## src/rtl/cam_alloc_ctrl_if.sv

```systemverilog
// Request/response, occupancy and CAM lookup/update signals of the CAM allocation controller.
// slave = the controller; master = the fill unit plus the CAM it fronts.
interface cam_alloc_ctrl_if #(
  parameter int NUM_ENTRIES = 8,
  parameter int KEY_WIDTH   = 32,
  parameter int INDEX_WIDTH = $clog2(NUM_ENTRIES)
);
  logic                   req_valid;
  logic [1:0]             req_op;
  logic [KEY_WIDTH-1:0]   req_key;
  logic                   req_ready;

  logic                   resp_valid;
  logic                   resp_hit;
  logic [INDEX_WIDTH-1:0] resp_idx;
  logic                   resp_evict;
  logic [INDEX_WIDTH:0]   occupancy;

  logic [KEY_WIDTH-1:0]   cam_lookup_key;
  logic                   cam_lookup_hit;
  logic [INDEX_WIDTH-1:0] cam_lookup_idx;
  logic                   cam_update_en;
  logic                   cam_update_valid;
  logic [KEY_WIDTH-1:0]   cam_update_key;
  logic [INDEX_WIDTH-1:0] cam_update_idx;

  modport slave (
    input  req_valid, req_op, req_key, cam_lookup_hit, cam_lookup_idx,
    output req_ready, resp_valid, resp_hit, resp_idx, resp_evict, occupancy,
    output cam_lookup_key, cam_update_en, cam_update_valid, cam_update_key, cam_update_idx
  );

  modport master (
    output req_valid, req_op, req_key, cam_lookup_hit, cam_lookup_idx,
    input  req_ready, resp_valid, resp_hit, resp_idx, resp_evict, occupancy,
    input  cam_lookup_key, cam_update_en, cam_update_valid, cam_update_key, cam_update_idx
  );
endinterface

```

## src/rtl/cam_alloc_ctrl.sv

```systemverilog
// Serializes insert/invalidate/flush to a shared CAM, tracking a shadow valid vector and picking victims.
// Latency: 2 cycles for insert/invalidate, NUM_ENTRIES+1 for flush; req_ready is low while busy.
module cam_alloc_ctrl #(
  parameter int NUM_ENTRIES = 8,
  parameter int KEY_WIDTH   = 32,
  parameter int INDEX_WIDTH = $clog2(NUM_ENTRIES)
) (
  input  logic            clk,
  input  logic            reset,
  cam_alloc_ctrl_if.slave bus
);

  localparam logic [1:0] OP_INSERT = 2'b00;
  localparam logic [1:0] OP_INVAL  = 2'b01;
  localparam logic [1:0] OP_FLUSH  = 2'b10;
  localparam logic [INDEX_WIDTH-1:0] LAST_IDX = INDEX_WIDTH'(NUM_ENTRIES - 1);

  typedef enum logic [1:0] {
    S_IDLE,
    S_LOOKUP,
    S_FLUSH
  } state_e;

  state_e                 state_q, state_d;
  logic [1:0]             op_q, op_d;
  logic [KEY_WIDTH-1:0]   key_q, key_d;
  logic [INDEX_WIDTH-1:0] walk_q, walk_d;
  logic [INDEX_WIDTH-1:0] rr_q, rr_d;
  logic [NUM_ENTRIES-1:0] valid_q, valid_d;
  logic [INDEX_WIDTH:0]   occ_q, occ_d;
  logic                   resp_valid_q, resp_valid_d;
  logic                   resp_hit_q, resp_hit_d;
  logic [INDEX_WIDTH-1:0] resp_idx_q, resp_idx_d;
  logic                   resp_evict_q, resp_evict_d;

  logic                   upd_en;
  logic                   upd_valid;
  logic [KEY_WIDTH-1:0]   upd_key;
  logic [INDEX_WIDTH-1:0] upd_idx;

  logic                   free_found;
  logic [INDEX_WIDTH-1:0] free_idx;
  logic [INDEX_WIDTH-1:0] victim;

  // Scanning downward leaves the lowest free index as the final winner.
  always_comb begin
    free_found = 1'b0;
    free_idx   = '0;
    for (int i = NUM_ENTRIES - 1; i >= 0; i--) begin
      if (!valid_q[i]) begin
        free_found = 1'b1;
        free_idx   = INDEX_WIDTH'(i);
      end
    end
  end

  assign victim = free_found ? free_idx : rr_q;

  always_comb begin
    occ_d = '0;
    for (int i = 0; i < NUM_ENTRIES; i++) begin
      occ_d = occ_d + (INDEX_WIDTH + 1)'(valid_d[i]);
    end
  end

  always_comb begin
    state_d      = state_q;
    op_d         = op_q;
    key_d        = key_q;
    walk_d       = walk_q;
    rr_d         = rr_q;
    valid_d      = valid_q;
    resp_valid_d = 1'b0;
    resp_hit_d   = resp_hit_q;
    resp_idx_d   = resp_idx_q;
    resp_evict_d = resp_evict_q;
    upd_en       = 1'b0;
    upd_valid    = 1'b0;
    upd_key      = '0;
    upd_idx      = '0;

    case (state_q)
      S_IDLE: begin
        if (bus.req_valid) begin
          op_d  = bus.req_op;
          key_d = bus.req_key;
          case (bus.req_op)
            OP_INSERT, OP_INVAL: state_d = S_LOOKUP;
            OP_FLUSH: begin
              state_d = S_FLUSH;
              walk_d  = '0;
            end
            default: begin
              resp_valid_d = 1'b1;
              resp_hit_d   = 1'b0;
              resp_idx_d   = '0;
              resp_evict_d = 1'b0;
            end
          endcase
        end
      end

      S_LOOKUP: begin
        state_d      = S_IDLE;
        resp_valid_d = 1'b1;
        resp_evict_d = 1'b0;
        if (op_q == OP_INSERT) begin
          if (bus.cam_lookup_hit) begin
            resp_hit_d = 1'b1;
            resp_idx_d = bus.cam_lookup_idx;
          end else begin
            upd_en          = 1'b1;
            upd_valid       = 1'b1;
            upd_key         = key_q;
            upd_idx         = victim;
            valid_d[victim] = 1'b1;
            resp_hit_d      = 1'b0;
            resp_idx_d      = victim;
            if (!free_found) begin
              resp_evict_d = 1'b1;
              rr_d         = (rr_q == LAST_IDX) ? '0 : rr_q + 1'b1;
            end
          end
        end else begin
          if (bus.cam_lookup_hit) begin
            upd_en                      = 1'b1;
            upd_idx                     = bus.cam_lookup_idx;
            valid_d[bus.cam_lookup_idx] = 1'b0;
            resp_hit_d                  = 1'b1;
            resp_idx_d                  = bus.cam_lookup_idx;
          end else begin
            resp_hit_d = 1'b0;
            resp_idx_d = '0;
          end
        end
      end

      S_FLUSH: begin
        upd_en  = 1'b1;
        upd_idx = walk_q;
        if (walk_q == LAST_IDX) begin
          // rr_q deliberately survives the flush so eviction order stays fair.
          valid_d      = '0;
          walk_d       = '0;
          state_d      = S_IDLE;
          resp_valid_d = 1'b1;
          resp_hit_d   = 1'b0;
          resp_idx_d   = '0;
          resp_evict_d = 1'b0;
        end else begin
          walk_d = walk_q + 1'b1;
        end
      end

      default: state_d = S_IDLE;
    endcase
  end

  always_ff @(posedge clk or posedge reset) begin
    if (reset) begin
      state_q      <= S_IDLE;
      op_q         <= '0;
      key_q        <= '0;
      walk_q       <= '0;
      rr_q         <= '0;
      valid_q      <= '0;
      occ_q        <= '0;
      resp_valid_q <= 1'b0;
      resp_hit_q   <= 1'b0;
      resp_idx_q   <= '0;
      resp_evict_q <= 1'b0;
    end else begin
      state_q      <= state_d;
      op_q         <= op_d;
      key_q        <= key_d;
      walk_q       <= walk_d;
      rr_q         <= rr_d;
      valid_q      <= valid_d;
      occ_q        <= occ_d;
      resp_valid_q <= resp_valid_d;
      resp_hit_q   <= resp_hit_d;
      resp_idx_q   <= resp_idx_d;
      resp_evict_q <= resp_evict_d;
    end
  end

  assign bus.req_ready        = (state_q == S_IDLE);
  assign bus.resp_valid       = resp_valid_q;
  assign bus.resp_hit         = resp_hit_q;
  assign bus.resp_idx         = resp_idx_q;
  assign bus.resp_evict       = resp_evict_q;
  assign bus.occupancy        = occ_q;
  assign bus.cam_lookup_key   = key_q;
  assign bus.cam_update_en    = upd_en;
  assign bus.cam_update_valid = upd_valid;
  assign bus.cam_update_key   = upd_key;
  assign bus.cam_update_idx   = upd_idx;

endmodule

```

## src/flat_wrapper.sv

```systemverilog
// flat-port wrapper written by rule: the top's interface ports become plain ports
module cam_alloc_ctrl_flat 
#(
  parameter int NUM_ENTRIES = 8,
  parameter int KEY_WIDTH   = 32,
  parameter int INDEX_WIDTH = $clog2(NUM_ENTRIES)
)
  (clk, reset, bus_req_valid, bus_req_op, bus_req_key, bus_cam_lookup_hit, bus_cam_lookup_idx, bus_req_ready, bus_resp_valid, bus_resp_hit, bus_resp_idx, bus_resp_evict, bus_occupancy, bus_cam_lookup_key, bus_cam_update_en, bus_cam_update_valid, bus_cam_update_key, bus_cam_update_idx);
  cam_alloc_ctrl_if #(.NUM_ENTRIES(NUM_ENTRIES), .KEY_WIDTH(KEY_WIDTH), .INDEX_WIDTH(INDEX_WIDTH)) bus_i ();
  input  logic clk;
  input  logic reset;
  input wire logic [$bits(bus_i.req_valid)-1:0] bus_req_valid;
  input wire logic [$bits(bus_i.req_op)-1:0] bus_req_op;
  input wire logic [$bits(bus_i.req_key)-1:0] bus_req_key;
  input wire logic [$bits(bus_i.cam_lookup_hit)-1:0] bus_cam_lookup_hit;
  input wire logic [$bits(bus_i.cam_lookup_idx)-1:0] bus_cam_lookup_idx;
  output wire logic [$bits(bus_i.req_ready)-1:0] bus_req_ready;
  output wire logic [$bits(bus_i.resp_valid)-1:0] bus_resp_valid;
  output wire logic [$bits(bus_i.resp_hit)-1:0] bus_resp_hit;
  output wire logic [$bits(bus_i.resp_idx)-1:0] bus_resp_idx;
  output wire logic [$bits(bus_i.resp_evict)-1:0] bus_resp_evict;
  output wire logic [$bits(bus_i.occupancy)-1:0] bus_occupancy;
  output wire logic [$bits(bus_i.cam_lookup_key)-1:0] bus_cam_lookup_key;
  output wire logic [$bits(bus_i.cam_update_en)-1:0] bus_cam_update_en;
  output wire logic [$bits(bus_i.cam_update_valid)-1:0] bus_cam_update_valid;
  output wire logic [$bits(bus_i.cam_update_key)-1:0] bus_cam_update_key;
  output wire logic [$bits(bus_i.cam_update_idx)-1:0] bus_cam_update_idx;
  assign bus_i.req_valid = bus_req_valid;
  assign bus_i.req_op = bus_req_op;
  assign bus_i.req_key = bus_req_key;
  assign bus_i.cam_lookup_hit = bus_cam_lookup_hit;
  assign bus_i.cam_lookup_idx = bus_cam_lookup_idx;
  assign bus_req_ready = bus_i.req_ready;
  assign bus_resp_valid = bus_i.resp_valid;
  assign bus_resp_hit = bus_i.resp_hit;
  assign bus_resp_idx = bus_i.resp_idx;
  assign bus_resp_evict = bus_i.resp_evict;
  assign bus_occupancy = bus_i.occupancy;
  assign bus_cam_lookup_key = bus_i.cam_lookup_key;
  assign bus_cam_update_en = bus_i.cam_update_en;
  assign bus_cam_update_valid = bus_i.cam_update_valid;
  assign bus_cam_update_key = bus_i.cam_update_key;
  assign bus_cam_update_idx = bus_i.cam_update_idx;
  cam_alloc_ctrl #(.NUM_ENTRIES(NUM_ENTRIES), .KEY_WIDTH(KEY_WIDTH), .INDEX_WIDTH(INDEX_WIDTH)) u_core (.clk(clk), .reset(reset), .bus(bus_i));
endmodule
```

## config.mk

```make
export PLATFORM = sky130hd
export DESIGN_NAME = cam_alloc_ctrl_flat
export DESIGN_NICKNAME = d
export VERILOG_FILES = /design/src/rtl/cam_alloc_ctrl_if.sv /design/src/rtl/cam_alloc_ctrl.sv /design/src/flat_wrapper.sv
export SDC_FILE = /design/constraint.sdc
export NUM_CORES = 1
export LEC_CHECK = 0
export ABC_AREA = 1
export BUFFER_PORTS_ARGS = -buffer_cell sky130_fd_sc_hd__buf_2
export CORE_ASPECT_RATIO = 0.75
export CORE_MARGIN = 4
export CORE_UTILIZATION = 25
export CTS_BUF_LIST = sky130_fd_sc_hd__clkbuf_2
export CTS_CLUSTER_DIAMETER = 30
export DETAILED_ROUTE_END_ITERATION = 8
export GPL_TIMING_DRIVEN = 0
export PLACE_DENSITY = 0.54
export SLEW_MARGIN = 30
export SYNTH_ARGS = -nofsm -noshare
export SYNTH_HDL_FRONTEND = slang
export SYNTH_SLANG_ARGS = --single-unit
export TNS_END_PERCENT = 10
```

## constraint.sdc

```tcl
create_clock -name clk -period 3.43 [get_ports clk]
set_input_delay 0.5145 -clock clk [delete_from_list [all_inputs] [get_ports clk]]
set_output_delay 0.5145 -clock clk [all_outputs]
set_load 0.02 [all_outputs]
```

==> results of run 1 <==
==> routing by layer <==
metal	wire, um	track usage
met1	4707	0.1796
met2	4237	0.2005
met3	559	0.02975
met4	193	0.04979
met5	0	0
==> synthesized netlist by cell type, types with 2 or more instances <==
cell and n:
dfrtp_1 60, clkbuf_1 6, nand2_1 129, nor2_4 2, nor2_1 43, a21oi_1 18
ha_1 12, nand2_2 3, inv_1 52, nor2_2 5, buf_2 5, o21ai_0 36
nand4_1 3, o21ai_1 2, inv_2 13, o21a_1 2, nand3_1 16, fa_1 4
o31ai_1 4, a31oi_1 2, buf_6 2
==> how the worst max path moves through the flow <==
stage	to	startpoint
final	u_core.bus.occupancy[2]$_DFF_PP0_	u_core.valid_q[6]$_DFF_PP0_
after global routing	u_core.bus.occupancy[2]$_DFF_PP0_	u_core.state_q[0]$_DFFE_PP0P_
after CTS	u_core.bus.occupancy[2]$_DFF_PP0_	u_core.state_q[0]$_DFFE_PP0P_
after detailed placement	u_core.bus.occupancy[2]$_DFF_PP0_	u_core.state_q[1]$_DFFE_PP0P_
after global placement	u_core.bus.occupancy[2]$_DFF_PP0_	bus_cam_lookup_hit
after floorplan	u_core.bus.occupancy[2]$_DFF_PP0_	u_core.state_q[1]$_DFFE_PP0P_
==> power breakdown <==
part	internal, mW	switching [mW]
clock	0.245	0.262
sequential	0.958	0.168
combinational	0.652	1.20
==> per-stage QoR <==
stage / setup TNS, ns / utilization
global route: -0.5887 / 0.3519
CTS: -0.5604 / 0.3489
floorplan: -0.08105 / -
detailed placement: -0.7174 / 0.3244
finish: -0.3187 / 0.3519
global placement: -0.7531 / 0.3220
==> critical path, delay by kind of cell (launching register included) <==
family	cells	cell delay, ns
AOI/OAI and AO/OA	1	0.18
adders and majority gates	5	1.92
DFF	1	0.42
buffers and inverters	2	0.10
and+or+nand+nor	5	0.71
xor gates and xnor gates	1	0.17
==> area by class of cell <==
class | count | area share
inverters | 66 | 0.05919
clock inverters | 5 | 0.01672
multi-input cells | 291 | 0.3456
well taps | 171 | 0.04686
clock buffers | 11 | 0.01206
repair buffers | 143 | 0.1759
plain buffers | 12 | 0.01480
flip-flops and latches | 60 | 0.3289
==> state kept, by name (all words and copies together), names as in the netlist <==
register and count:
u_core.op_q 2, u_core.bus.resp_valid 1, u_core.bus.resp_idx 3, u_core.bus.resp_hit 1
u_core.bus.cam_lookup_key 32, u_core.rr_q 3, u_core.bus.occupancy 4, u_core.state_q 2
u_core.walk_q 3, u_core.bus.resp_evict 1, u_core.valid_q 8
==> cell families (layout without fill, tap and decap cells) <==
family                     count (synthesis)  count (layout)  share of synthesized area
and+or+nand+nor                          205             205                     0.2620
buffers and inverters                     79             237                    0.09679
AOI/OAI and AO/OA                         69              69                     0.1153
DFF                                       60              60                     0.4537
adders and majority gates                 16              16                    0.06956
xor gates and xnor gates                   1               1                   0.002647
==> timing repair <==
action                                 CTS  global route
setup endpoints to repair                3             4
resized for setup                       19             5
setup buffers                           16             5
pin swaps                               14            11
hold buffers                             1             0
endpoints found under the hold margin   18             0
==> results by group, run 1 <==
Status
  • Status: complete, but fails checks
  • Failing checks: negative setup slack

Cells and area
  • Multi-input logic area: 1578 sq um
  • # diodes: 0
  • Area grow syn2layout: 37.96%
  • Most frequent cells in the layout: nand2_1 (127), buf_2 (123), dfrtp_1 (60), inv_1 (45), nor2_1 (41)
  • Design Area, Final: 4566 sq um
  • Layout cells sized above 1: 0.3605
  • Final Net Count: 640
  • Most common cell after layout, fill and taps aside: nand2_1
  • Number of fill cells: 1,405
  • Flip-flop and latch area: 1501 sq um
  • Layout Cells excl Fill: 759

Timing
  • Maximum clock rate: 277.6 MHz
  • Worst-margin pin slew: 0.4396 ns
  • Tcrit/Tclk final: 1.050
  • Worst slew margin: 0.7069
  • Final Hold Vio Count: 0
  • Min setup slack post-route: -0.1722 ns
  • Final hold slack: 0.1881 ns
  • RSZ-0062 raised after global routing: true
  • Max Clock Skew: 0.01858 ns
  • Final-report max-slew violation count: 0
  • Final Setup Violations: 2
  • Final min period: 3.602 ns

Setup path
  • CP peak stage delay: 0.51 ns
  • Worst Setup End Kind: flop
  • Reg2reg end: u_core.bus.occupancy[2]$_DFF_PP0_
  • Critical Path RT: 3.82 ns
  • Crit path DAT: 4.00 ns
  • Cells along the critical path: nand2_1 > nor2_4 > nand3b_1 > nand2_1 > nand4_1 > a21oi_2 > ha_1 > inv_2 > fa_1 > fa_1 > inv_2 > fa_2 > fa_2 > xor2_1
  • Crit Path Category: flop to flop
  • Worst Setup Start Kind: flop
  • Reg2reg setup slack: -0.17 ns
  • Crit-path max FO: 5
  • Worst R2R Start: u_core.valid_q[6]$_DFF_PP0_
  • R2r worst-path depth: 14
  • Slowest cell on the critical path: fa_1

Floorplan
  • Top Ports: 121
  • Initial cell density of the core: 0.2551
  • Die Span Y: 107.6 um
  • Row cnt: 36
  • Die Area: 15,160 sq um
  • Die X: 140.9 um
  • Core area: 12,970 sq um

Logic synthesis
  • Synth area leaders: dfrtp_1 (45%), nand2_1 (15%), inv_1 (5.9%)
  • Synth Register Bits: 60
  • Cell variety after synth: 32
  • FFs w/ async S/R, synth: 1.000
  • Ys flop type: dfrtp_1
  • Avg Cell Area, Syn: 7.696 sq um
  • Synthesized area: 3309 sq um
  • Register area share after synthesis: 0.4537
  • Yosys warns: 0
  • Cells after synthesis: 430
  • Number of synthesized flops with an enable pin: 0
  • Syn Nets: 487
  • Leading area contributor after synthesis: dfrtp_1
  • Synth top area share: 0.4537

Place
  • IO Port Bufs: 120
  • HPWL Detailed: 7454 um
  • Setup WS pre-CTS: -0.3833 ns
  • Cell area after placement: 4208 sq um
  • DP Cell Count: 722
  • RD Place Congestion: 0.9302

Clock network
  • Clk buf depth: 2
  • Cts bufs inserted: 9
  • CTS clk-pin slew, worst paths: 0.18 ns
  • Clock Tree Root: clkbuf_2
  • CTS tree: yes
  • H-Tree Level Count: 3
  • Clk sink count: 60
  • Skew-Pair Late Insertion Delay: 0.50 ns

Route
  • DR pass1 iterations: 5
  • Via/cell ratio: 4.366
  • Vias post-DR: 3,314
  • DR iter-0 viols: 189
  • Drt wl/cell: 12.78 um
  • Routed WL: 9697 um
  • DR DRC count: 0
  • Post-route ant nets: 0

Power and ir drop
  • Pwr dens: 763.4 nW/um^2
  • Leakage power: 2.510 nW
  • Max IR drop VDD: 283.3 uV
  • Pwr Total: 3.485 mW

GRT
  • Initial antenna violation count: 0
  • Vias in the first global route: 3,225
  • GR Overflow Total: 0
  • First-pass GRT wire length: 15,770 um
  • Total track usage: 0.1307
  • Largest net degree at the start of global routing: 43

Hold path
  • WHS Path Cells: 3
  • Hold Path End: u_core.bus.cam_lookup_key[9]$_DFFE_PP0P_
  • Hold Crit Start: bus_req_key[9]
  • Min-delay worst type: input pin to flop

Job
  • Max-cap violations: 0
(Power assumes the default switching activity.)
==> run 2, diff against run 1 <==
--- a/config.mk
+++ b/config.mk
@@ -14,8 +14,8 @@
 export CTS_CLUSTER_DIAMETER = 30
 export DETAILED_ROUTE_END_ITERATION = 8
 export GPL_TIMING_DRIVEN = 0
-export PLACE_DENSITY = 0.54
-export SLEW_MARGIN = 30
+export PLACE_DENSITY = 0.52
+export SLEW_MARGIN = 10
 export SYNTH_ARGS = -nofsm -noshare
 export SYNTH_HDL_FRONTEND = slang
 export SYNTH_SLANG_ARGS = --single-unit
==> constraint.sdc (replaced) <==
create_clock -name clk -period 4.1 [get_ports clk]
set_input_delay 0.615 -clock clk [delete_from_list [all_inputs] [get_ports clk]]
set_output_delay 0.615 -clock clk [all_outputs]
set_load 0.02 [all_outputs]
==> results by group, run 2 (synthesis gave the netlist of run 1 again) <==
Hold path
  • Min-delay worst type: input pin to async pin

Setup path
  • Worst Setup Start Kind: flop
  • Crit-path max FO: 10
  • Reg2reg setup slack: 0.19 ns
  • Critical Path RT: 4.51 ns
  • Critical Path Start: u_core.state_q[1]$_DFFE_PP0P_
  • Crit Path Category: flop to flop
  • Worst R2R Start: u_core.state_q[1]$_DFFE_PP0P_
  • Worst Setup End Kind: flop
  • Crit path DAT: 4.32 ns

Power and ir drop
  • Pwr dens: 624.8 nW/um^2
  • Leakage power: 2.394 nW
  • Pwr Total: 2.682 mW
  • Max IR drop VDD: 220.9 uV

Route
  • DR DRC count: 0
  • Routed WL: 9530 um
  • DR pass1 iterations: 4
  • Via/cell ratio: 4.270
  • DR iter-0 viols: 161
  • Post-route ant nets: 0
  • Vias post-DR: 3,164
  • Drt wl/cell: 12.86 um

Cells and area
  • Number of fill cells: 1,418
  • Final Net Count: 622
  • Flip-flop and latch area: 1501 sq um
  • Most frequent cells in the layout: nand2_1 (129), buf_2 (124), dfrtp_1 (60), inv_1 (50), nor2_1 (41)
  • Layout cells sized above 1: 0.3175
  • Design Area, Final: 4293 sq um
  • Area grow syn2layout: 29.72%
  • Multi-input logic area: 1516 sq um
  • # diodes: 0
  • Largest register FFs: 32
  • Most common cell after layout, fill and taps aside: nand2_1

GRT
  • Vias in the first global route: 3,069
  • Initial antenna violation count: 0
  • Gr busiest metal: met2
  • GR Layer Usage met3: 0.04440
  • Total track usage: 0.1295
  • First-pass GRT wire length: 15,650 um
  • M1 GR Usage: 0.1798
  • M2 GR Usage: 0.1957
  • Largest net degree at the start of global routing: 61
  • GR Overflow Total: 0

Timing
  • Final Hold Vio Count: 0
  • Tcrit/Tclk final: 0.9543
  • Maximum clock rate: 255.6 MHz
  • Worst-margin pin slew: 0.7546 ns
  • Final hold slack: 0.2390 ns
  • Final-report max-slew violation count: 0
  • Max Clock Skew: 0.03114 ns
  • Worst slew margin: 0.4969
  • Setup_tns: 0 ns
  • Final min period: 3.913 ns
  • Min setup slack post-route: 0.1874 ns
  • Final Setup Violations: 0

Clock network
  • CTS tree: yes
  • CTS clk-pin slew, worst paths: 0.18 ns
  • H-Tree Level Count: 3
  • Skew-Pair Late Insertion Delay: 0.50 ns
  • Clk sink count: 60
  • Clock Tree Root: clkbuf_2
  • Clk buf depth: 2
  • Hold buffer count at cts: 0
  • Cts bufs inserted: 9

Place
  • IO Port Bufs: 120
  • HPWL Detailed: 7398 um
  • Setup WS pre-CTS: -0.1879 ns
  • Cell area after placement: 4126 sq um
  • RD Place Congestion: 0.8545

Floorplan
  • Top Ports: 121
  • Die X: 140.9 um
  • Die Area: 15,160 sq um
  • Core area: 12,970 sq um
  • Row cnt: 36
  • Die Span Y: 107.6 um
  • Initial cell density of the core: 0.2551

Status
  • Status: finished, final reports clean

Job
  • Max-cap violations: 0
## run 2: cell types whose count changed in the layout (fill, tap and decap cells not counted), sizes merged
cell         before  now
clkinv            3    4
dlygate4sd3       1    0
bufinv            2    1
clkinvlp          0    1
buf             148  130
## run 2: metal layers
metal	share of wire	wire [um]	up-vias
met5	0	0	-
met4	0.0076	72	0
met3	0.065	616	5
met2	0.44	4179	101
met1	0.49	4662	1449
li1	-	-	1609
## run 2: layout make-up
type,instances,share of cell area
Sequential cell,60,0.3498
Clock inverter,6,0.01282
Timing Repair Buffer,124,0.1469
Clock buffer,10,0.01166
Buffer,13,0.01690
Tap cell,171,0.04984
Multi-Input combinational cell,291,0.3532
Inverter,66,0.05887
## run 2: through the flow
stage	std cells	utilization
2_1_floorplan	430	-
3_3_place_gp	721	0.3179
3_5_place_dp	721	0.3181
4_1_cts	737	0.3276
5_1_grt	741	0.3309
6_report	741	0.3309
## run 2: path summary, 6_finish.rpt
| kind | to | cells past startpoint |
|---|---|---|
| min reg2reg | u_core.bus.resp_hit$_DFFE_PP0P_ | 2 |
| max in group asynchronous | u_core.bus.resp_valid$_DFF_PP0_ | 2 |
| max reg2reg | u_core.bus.occupancy[2]$_DFF_PP0_ | 17 |
| min | u_core.bus.resp_hit$_DFFE_PP0P_ | 2 |
| max | u_core.bus.occupancy[2]$_DFF_PP0_ | 17 |
| min in group clk | u_core.bus.cam_lookup_key[0]$_DFFE_PP0P_ | 3 |
## run 2: timing repair
action,in CTS,in global routing
endpoints found under the setup margin,2,2
resized for setup,5,5
pin swaps,0,1
buffers inserted,0,4
## run 2: worst max-delay path, cell delays in order, from the launching register on
cell      delay [ns]
dfrtp_1         0.42
inv_1           0.11
ha_1            0.15
clkbuf_4        0.19
inv_2           0.09
nor2_8          0.15
inv_2           0.10
nor2_4          0.12
a21oi_1         0.05
a21oi_2         0.14
ha_1            0.25
inv_1           0.08
fa_1            0.47
fa_1            0.50
inv_1           0.06
fa_2            0.42
fa_1            0.39
xor2_1          0.17
## run 2: where the power goes
part           switching [mW]  internal, mW  total (mW)
logic                   0.942         0.430        1.37
registers               0.145         0.801       0.946
clock network           0.226         0.137       0.363
